`src/rtl/mul8_err_monitor.sv`:
```
// Error-statistics stage for 8x8 approximate multipliers: computes the exact product of each sample and accumulates SAE, WCE and the error count over a window.
// Ports: clk/rst, start/window_len, in_valid/in_ready/in_a/in_b/in_prod, busy, res_valid/res_ack, res_sum_err/res_sat/res_max_err/res_max_a/res_max_b/res_err_cnt.
module mul8_err_monitor #(
  parameter int CNT_W = 16,
  parameter int SUM_W = 32
) (
  input  logic             clk,
  input  logic             rst,
  input  logic             start,
  input  logic [CNT_W-1:0] window_len,
  input  logic             in_valid,
  output logic             in_ready,
  input  logic [7:0]       in_a,
  input  logic [7:0]       in_b,
  input  logic [15:0]      in_prod,
  output logic             busy,
  output logic             res_valid,
  input  logic             res_ack,
  output logic [SUM_W-1:0] res_sum_err,
  output logic             res_sat,
  output logic [15:0]      res_max_err,
  output logic [7:0]       res_max_a,
  output logic [7:0]       res_max_b,
  output logic [CNT_W-1:0] res_err_cnt
);

  // Accumulation width is wide enough for one full 16-bit error plus a carry,
  // even when SUM_W is narrower than the error itself.
  localparam int AW = ((SUM_W > 16) ? SUM_W : 16) + 1;

  typedef enum logic [1:0] {
    S_IDLE,
    S_RUN,
    S_DRAIN,
    S_DONE
  } state_t;

  state_t r_state;
  state_t w_next;

  logic [CNT_W-1:0] r_len;
  logic [CNT_W-1:0] r_cnt;
  logic [CNT_W-1:0] w_cnt_inc;
  logic             w_start;
  logic             w_accept;

  logic        r_v1;
  logic [7:0]  r_a1;
  logic [7:0]  r_b1;
  logic [15:0] r_p1;
  logic [15:0] w_exact;
  logic [15:0] w_err;

  logic        r_v2;
  logic [7:0]  r_a2;
  logic [7:0]  r_b2;
  logic [15:0] r_err2;

  logic [SUM_W-1:0] r_sum;
  logic             r_sat;
  logic [15:0]      r_max;
  logic [7:0]       r_max_a;
  logic [7:0]       r_max_b;
  logic [CNT_W-1:0] r_err_cnt;
  logic [AW-1:0]    w_sum_ext;
  logic             w_ovf;

  assign w_start   = start && (r_state == S_IDLE);
  assign w_accept  = in_valid && in_ready;
  assign w_cnt_inc = r_cnt + 1'b1;

  always_comb begin
    w_next    = r_state;
    in_ready  = 1'b0;
    busy      = 1'b0;
    res_valid = 1'b0;
    unique case (r_state)
      S_IDLE: begin
        if (start)
          w_next = (window_len == '0) ? S_DONE : S_RUN;
      end
      S_RUN: begin
        busy     = 1'b1;
        in_ready = (r_cnt < r_len);
        if (w_accept && (w_cnt_inc == r_len))
          w_next = S_DRAIN;
      end
      S_DRAIN: begin
        busy = 1'b1;
        if (!r_v1 && !r_v2)
          w_next = S_DONE;
      end
      S_DONE: begin
        res_valid = 1'b1;
        if (res_ack)
          w_next = S_IDLE;
      end
      default: w_next = S_IDLE;
    endcase
  end

  always_ff @(posedge clk or posedge rst) begin
    if (rst) begin
      r_state <= S_IDLE;
      r_len   <= '0;
      r_cnt   <= '0;
    end else begin
      r_state <= w_next;
      if (w_start) begin
        r_len <= window_len;
        r_cnt <= '0;
      end else if (w_accept) begin
        r_cnt <= w_cnt_inc;
      end
    end
  end

  assign w_exact = {8'd0, r_a1} * {8'd0, r_b1};
  assign w_err   = (r_p1 >= w_exact) ? (r_p1 - w_exact) : (w_exact - r_p1);

  always_ff @(posedge clk or posedge rst) begin
    if (rst) begin
      r_v1   <= 1'b0;
      r_a1   <= '0;
      r_b1   <= '0;
      r_p1   <= '0;
      r_v2   <= 1'b0;
      r_a2   <= '0;
      r_b2   <= '0;
      r_err2 <= '0;
    end else begin
      r_v1 <= w_accept;
      if (w_accept) begin
        r_a1 <= in_a;
        r_b1 <= in_b;
        r_p1 <= in_prod;
      end
      r_v2 <= r_v1;
      if (r_v1) begin
        r_a2   <= r_a1;
        r_b2   <= r_b1;
        r_err2 <= w_err;
      end
    end
  end

  assign w_sum_ext = AW'(r_sum) + AW'(r_err2);
  assign w_ovf     = |(w_sum_ext >> SUM_W);

  always_ff @(posedge clk or posedge rst) begin
    if (rst) begin
      r_sum     <= '0;
      r_sat     <= 1'b0;
      r_max     <= '0;
      r_max_a   <= '0;
      r_max_b   <= '0;
      r_err_cnt <= '0;
    end else if (w_start) begin
      r_sum     <= '0;
      r_sat     <= 1'b0;
      r_max     <= '0;
      r_max_a   <= '0;
      r_max_b   <= '0;
      r_err_cnt <= '0;
    end else if (r_v2) begin
      r_sum <= w_ovf ? '1 : w_sum_ext[SUM_W-1:0];
      r_sat <= r_sat | w_ovf;
      // strict compare: ties keep the operands of the earliest sample
      if (r_err2 > r_max) begin
        r_max   <= r_err2;
        r_max_a <= r_a2;
        r_max_b <= r_b2;
      end
      if (r_err2 != 16'd0)
        r_err_cnt <= r_err_cnt + 1'b1;
    end
  end

  assign res_sum_err = r_sum;
  assign res_sat     = r_sat;
  assign res_max_err = r_max;
  assign res_max_a   = r_max_a;
  assign res_max_b   = r_max_b;
  assign res_err_cnt = r_err_cnt;

endmodule
```
`config.mk`:
```
export PLATFORM = sky130hd
export DESIGN_NAME = mul8_err_monitor
export DESIGN_NICKNAME = d
export VERILOG_FILES = /design/src/rtl/mul8_err_monitor.sv
export SDC_FILE = /design/constraint.sdc
export NUM_CORES = 1
export LEC_CHECK = 0
export CORE_ASPECT_RATIO = 0.5
export CORE_MARGIN = 8
export CORE_UTILIZATION = 42
export DETAILED_ROUTE_END_ITERATION = 10
export GPL_ROUTABILITY_DRIVEN = 0
export PLACE_DENSITY = 0.73
export SYNTH_ARGS = -nofsm -noshare
export SYNTH_HDL_FRONTEND = slang
export SYNTH_SLANG_ARGS = --single-unit
export TNS_END_PERCENT = 20
```
`constraint.sdc`:
```
create_clock -name clk -period 18.65 [get_ports clk]
set_input_delay 2.7975 -clock clk [delete_from_list [all_inputs] [get_ports clk]]
set_output_delay 2.7975 -clock clk [all_outputs]
set_load 0.05 [all_outputs]
```
==> summary.txt, run 1 <==
Status - finished clean
Initial Utilization - 42.8%
# hold bufs at CTS - 0
Hold path cells - 2
Clock root buffer - clkbuf_16
Die W - 265 um
I/O Pins - 137
Synthesized instance count - 1381
Synth cell types - 67
Crit Path Max Fanout - 24
CP Class - flip-flop to flip-flop
Fraction of registers with async set or reset after synthesis - 100%
Largest net degree at the start of global routing - 113
Area growth syn-to-layout - 17.4%
Sequential area share after synthesis - 34.9%
Yosys warns - 0
R2r startpoint - r_b1[4]
Total CTS buffers - 17
HP Class - flip-flop to flip-flop
Die H - 140 um
Syn avg cell area - 9.40 um^2
Post-route DRC - 0
Clock Pin Slew Worst Setup and Hold Paths - 0.07 ns
Max-slew violations - 0
Wire length of the first global-routing pass - 51100 um
RSZ-0062 raised after global routing - no
CORE AREA - 30300 um^2
Startpoint types - flip-flop
Hold endpoint - r_len[0]
Worst R2R End - r_err2[4]
Synthesized cell area - 13000 um^2
WL final - 30200 um
Slew headroom - 32.0%
Max Root-Sink Buffers - 2
Ant diodes - 0
Detail Route Antenna Nets - 0
Post-synth EDFFs - 0
Router iterations before antenna repair - 5
Nature of the critical path endpoint - flip-flop
GRT Total Usage - 16.6%
Final Hold Viols - 0
Port Buffers - 136
Reg area - 4530 um^2
CTS tree - yes
Reg2Reg Depth - 25
Final net count - 1697
Initial antenna violation count - 0
Vias in the first global route - 10100
Per-cell routed wire length - 15.9 um
Post-CTS setup buffer count - 0
Pin slew with the least headroom to its limit - 1.02 ns
Clock sinks - 181
Clk_lat worst skew - 0.45 ns
Fin Clk Skew - 0.00965 ns
Worst EP required - 18.99 ns
Final Setup Violations - 0
Vias per Instance - 5.28
Fmax - 148 MHz
Main synth FF type - dfrtp_1
DR iter-0 viols - 584
PostCTS Resize Cnt - 0
H-tree lvl count - 4
Final worst-path cycle share - 36.3%
Grt ovf - 0
Row count - 45
DR vias - 10000
Flops & latches, synth - 181
Mapped Nets - 1595
Setup TNS Final - 0 ns
Multi-input gate area - 7690 um^2
DP HPWL - 22500 um
Arrival @ worst endpoint - 7.11 ns
Hold_sp - r_len[0]
Fillers - 2767
R2R Setup Slk - 11.88 ns
Crit path time final - 6.77 ns
Die Footprint - 37100 um^2
Ratio of cells with drive above 1 in the final layout - 6.48%
Max Cap Viol - 0
## cell usage after synthesis (all sizes together), types with 4 or more instances
cell type | instances | share of area (%)
fa | 39 | 6.0
mux2i | 25 | 1.9
buf | 28 | 1.3
nand2b | 4 | 0.19
o22ai | 4 | 0.19
xor2 | 60 | 4.1
o2111ai | 4 | 0.27
nor4 | 8 | 0.39
o31ai | 17 | 0.98
a211oi | 8 | 0.46
mux2 | 38 | 3.3
a21oi | 59 | 2.3
nor3 | 20 | 0.81
nand3 | 68 | 2.7
o21ai | 105 | 4.1
clkbuf | 33 | 0.96
xnor2 | 46 | 3.1
o21bai | 9 | 0.52
nor2b | 12 | 0.58
nor2 | 79 | 2.3
or3 | 4 | 0.19
nand4 | 25 | 1.3
dfrtp | 181 | 35
nand2 | 99 | 2.9
o21a | 12 | 0.69
ha | 122 | 12
and3 | 16 | 0.77
inv | 131 | 3.8
and2 | 57 | 2.7
a31oi | 9 | 0.55
a21o | 32 | 1.9
and4 | 4 | 0.27
## cell families after synthesis
kind of cell	after synthesis	share of synthesized area [%]
buffers and inverters	192	6.04
muxes	63	5.26
DFF	181	34.9
AOI/OAI and AO/OA	278	13.6
xor gates and xnor gates	106	7.16
adders and majority gates	161	17.8
and+or+nand+nor	400	15.3
## how the worst max path moves through the flow
| stage | to | from | slack [ns] |
|---|---|---|---|
| floorplan | r_a1[0] | rst | 10.94 |
| global placement | r_err2[4] | r_b1[4] | 12.10 |
| CTS | r_err2[4] | r_b1[4] | 11.90 |
| finish | r_err2[4] | r_b1[4] | 11.88 |
| global route | r_err2[4] | r_b1[4] | 11.43 |
| detailed placement | r_err2[4] | r_b1[4] | 11.94 |
## per-layer routing
metal  global-route usage [%]  wire, um  vias to the layer above
met5                        0         0                        -
met4                     6.14       888                        0
met3                     3.53       909                       49
met2                     28.2     14700                      125
met1                     20.8     13700                     4899
li1                         -         -                     4934
## registers in the layout, summed over array words and instances (netlist names), 16 cells and up
name	count
r_cnt	16
res_err_cnt	16
r_len	16
r_p1	16
res_max_err	16
r_err2	16
res_sum_err	32
## cell usage in the layout (no fill, tap or decap), drive strengths merged, types with 12 or more instances in the layout
master,synthesis,final
nand3,68,68
nor3,20,20
and2,57,57
ha,122,122
xnor2,46,46
clkdlybuf4s50,0,136
dfrtp,181,181
mux2i,25,25
o31ai,17,17
nand2,99,99
nor2b,12,12
mux2,38,38
and3,16,16
clkbuf,33,19
a21oi,59,59
nand4,25,25
o21ai,105,105
nor2,79,79
fa,39,39
o21a,12,12
inv,131,134
xor2,60,60
a21o,32,32
## area by class of cell
class / count / area share (%)
sequential: 181 / 29.7
clock buffer: 19 / 2.97
clock inverter: 13 / 0.961
tap: 399 / 3.28
timing repair buffer: 144 / 9.33
inverter: 131 / 3.26
multi-input combinational: 1008 / 50.5
## critical path, cell delays in order, from the launching register on
cell	delay, ns
dfrtp_1	0.50
and2_1	0.21
fa_1	0.45
fa_1	0.54
inv_1	0.05
fa_1	0.46
fa_1	0.54
inv_1	0.04
ha_1	0.32
inv_1	0.07
o21bai_1	0.07
a21oi_1	0.22
nor2b_1	0.09
o21a_1	0.17
nor2_1	0.11
xnor2_1	0.11
ha_1	0.42
and4_1	0.32
nand4_1	0.12
nor2_1	0.14
o2111ai_1	0.18
a31oi_4	0.70
mux2i_1	0.29
o311a_1	0.20
xnor2_1	0.06
mux2_2	0.26
## through the flow
step / instances / instance area [um^2] / hold WS (ns) / utilization (%) / setup slack (ns)
after global placement: 1863 / 14600 / 0.472 / 48.2 / 12.10
after detailed placement: 1863 / 14600 / 0.469 / 48.2 / 11.94
after global routing: 1895 / 15200 / 0.536 / 50.2 / 11.43
final: 1895 / 15200 / 0.498 / 50.2 / 11.88
after floorplan: 1381 / 13000 / 0.352 / - / 10.94
after CTS: 1895 / 15200 / 0.505 / 50.2 / 11.90
Power of run 1 is left out: the tool's default activity adds up to more than one toggle a clock period on the data nets, which glitch-free logic cannot reach.
==> run 2: changes to the inputs <==
clock period = 6.9 ns   (was 18.65 ns; I/O delays follow)
==> run 2 against run 1 <==
  * Via count grew 2.8%
  * Final area is 1.1% higher
  * Critical path depth did not move
  * Worst hold slack improved by 0.0075 ns
  * Clock skew decreased by 0.00078 ns
  * Clock-buffer cell count fell by 1
  * Die area unchanged
  * Global-route usage is 0.62 points higher
  * Worst setup slack got worse by 11 ns
  * Critical endpoint unchanged
==> summary.txt, run 2 (same netlist as run 1, synthesis figures left out) <==
Delay-heaviest family, CP - adder cells (unchanged)
CORE AREA - 30300 um^2 (unchanged)
Status - finished clean (unchanged)
Fillers - 2715 (was 2767)
Initial Utilization - 42.8% (unchanged)
Slew headroom - 39.7% (was 32.0%)
Vias per Instance - 5.40 (was 5.28)
Crit path buf inv count - 4 (was 3)
Final Setup Violations - 0 (unchanged)
Crit path from - r_b1[4] (unchanged)
Non-filler instance count after layout - 1907 (was 1895)
Port Buffers - 136 (unchanged)
CP Class - flip-flop to flip-flop (unchanged)
Clk_lat worst skew - 0.45 ns (about the same)
Final Hold Viols - 0 (unchanged)
Placed cells - 1866 (was 1863)
Fin Clk Skew - 0.00887 ns (was 0.00965 ns)
Slowest cell on the critical path - fa_1 (was a31oi_4)
Clock Pin Slew Worst Setup and Hold Paths - 0.07 ns (about the same)
Most frequent CP cell - fa_1 (unchanged)
Die W - 265 um (unchanged)
Worst EP required - 7.24 ns (was 18.99 ns)
Reg2Reg Depth - 25 (unchanged)
I/O Pins - 137 (unchanged)
Ant diodes - 0 (unchanged)
Crit path time final - 6.49 ns (was 6.77 ns)
DR vias - 10300 (was 10000)
Vias in the first global route - 10200 (was 10100)
HP Class - flip-flop to flip-flop (unchanged)
Commonest non-fill, non-tap cell in the layout - dfrtp_1 (unchanged)
Total CTS buffers - 17 (unchanged)
Setup TNS Final - 0 ns (unchanged)
R2R Setup Slk - 0.41 ns (was 11.88 ns)
Wire length of the first global-routing pass - 52800 um (was 51100 um)
Row count - 45 (unchanged)
Post-placement cell area - 14700 um^2 (was 14600 um^2)
Detail Route Antenna Nets - 0 (unchanged)
Die H - 140 um (unchanged)
Ratio of cells with drive above 1 in the final layout - 7.36% (was 6.48%)
Largest net degree at the start of global routing - 74 (was 113)
H-tree lvl count - 4 (unchanged)
Worst R2R End - r_err2[4] (unchanged)
Die Footprint - 37100 um^2 (unchanged)
Fmax - 154 MHz (was 148 MHz)
Area growth syn-to-layout - 18.7% (was 17.4%)
Clock sinks - 181 (unchanged)
Crit Path Max Fanout - 10 (was 24)
Initial antenna violation count - 0 (unchanged)
Per-cell routed wire length - 16.7 um (was 15.9 um)
Slowest stage delay, CP - 0.54 ns (was 0.70 ns)
Nature of the critical path endpoint - flip-flop (unchanged)
Post-route DRC - 0 (unchanged)
WL final - 31900 um (was 30200 um)
Commonest non-fill, non-tap cells in the layout - dfrtp_1 (181), clkdlybuf4s50_1 (136), inv_1 (130) (unchanged)
Max Cap Viol - 0 (unchanged)
Final worst-path cycle share - 94.1% (was 36.3%)
Max FFs per register - 32 (unchanged)
Clock root buffer - clkbuf_16 (unchanged)
CP Capture Point - r_err2[4] (unchanged)
Max Root-Sink Buffers - 2 (unchanged)
Pin slew with the least headroom to its limit - 0.905 ns (was 1.02 ns)
DP HPWL - 23200 um (was 22500 um)
CTS tree - yes (unchanged)
DR iter-0 viols - 601 (was 584)
Max-slew violations - 0 (unchanged)
GRT Total Usage - 17.3% (was 16.6%)
R2r startpoint - r_b1[4] (unchanged)
Design area - 15400 um^2 (was 15200 um^2)
Startpoint types - flip-flop (unchanged)
Arrival @ worst endpoint - 6.83 ns (was 7.11 ns)
Crit path depth - 25 (unchanged)
Hold path cells - 2 (unchanged)
Router iterations before antenna repair - 5 (unchanged)
Grt ovf - 0 (unchanged)
Final net count - 1709 (was 1697)
[run 2: repair_timing]
| item | in CTS | in global routing |
|---|---|---|
| resized for setup | 0 | 4 |
| hold buffers | 0 | 0 |
| setup buffers | 0 | 8 |
| setup endpoints to repair | 0 | 14 |
[run 2: routing by layer]
| metal | wire, um | track usage, % | vias up | part of all wire [%] |
|---|---|---|---|---|
| met5 | 0 | 0 | - | 0 |
| met4 | 1080 | 6.86 | 0 | 3.4 |
| met3 | 1190 | 3.56 | 61 | 3.7 |
| met2 | 15700 | 29.2 | 210 | 49 |
| met1 | 14000 | 21.5 | 5052 | 44 |
| li1 | - | - | 4969 | - |
[run 2: final cells by class]
| cell class | instances | area [um^2] | area share [%] |
|---|---|---|---|
| clock buffer | 18 | 439 | 2.85 |
| timing repair buffer | 155 | 1500 | 9.77 |
| sequential | 181 | 4530 | 29.4 |
| multi-input combinational | 1009 | 7730 | 50.2 |
| clock inverter | 14 | 200 | 1.30 |
| tap | 399 | 499 | 3.24 |
| inverter | 131 | 497 | 3.23 |
[run 2: through the flow]
stage	worst slack (ns)	util (%)	hold WS, ns
CTS	0.145	50.4	0.501
global route	-0.0272	50.7	0.528
floorplan	0.885	-	0.352
finish	0.408	50.7	0.506
detailed placement	0.180	48.3	0.483
global placement	0.339	48.3	0.482
[run 2: worst register-to-register path, cell delays in order, from the launching register on]
cell	delay, ns
dfrtp_1	0.48
and2_1	0.21
fa_1	0.45
fa_1	0.54
inv_1	0.05
fa_1	0.46
fa_1	0.54
inv_1	0.04
ha_1	0.33
inv_1	0.07
o21bai_1	0.07
a21oi_1	0.23
nor2b_1	0.09
o21a_1	0.17
nor2_1	0.10
xnor2_1	0.11
ha_1	0.43
nand2_1	0.10
o21ai_0	0.45
o2111ai_2	0.30
a31oi_4	0.27
buf_4	0.18
mux2i_1	0.18
o311a_1	0.19
xnor2_1	0.07
mux2_2	0.27
[run 2: worst min-delay path by stage]
stage,start,endpoint,slack [ns]
2_1_floorplan,r_v1,r_v2,0.35
3_3_place_gp,r_a2[2],res_max_a[2],0.48
3_5_place_dp,r_a2[4],res_max_a[4],0.48
4_1_cts,r_a2[4],res_max_a[4],0.50
5_1_grt,r_a2[4],r_a2[4],0.53
6_report,r_b2[1],res_max_b[1],0.51
Power of run 2 is left out for the same reason.
==> run 3: changes to the inputs <==
CAP_MARGIN = 0   (was not set)
==> results of run 3 <==
No change in the layout: final DEF, timing and power equal those of run 2.
Power of run 3 is left out for the same reason.
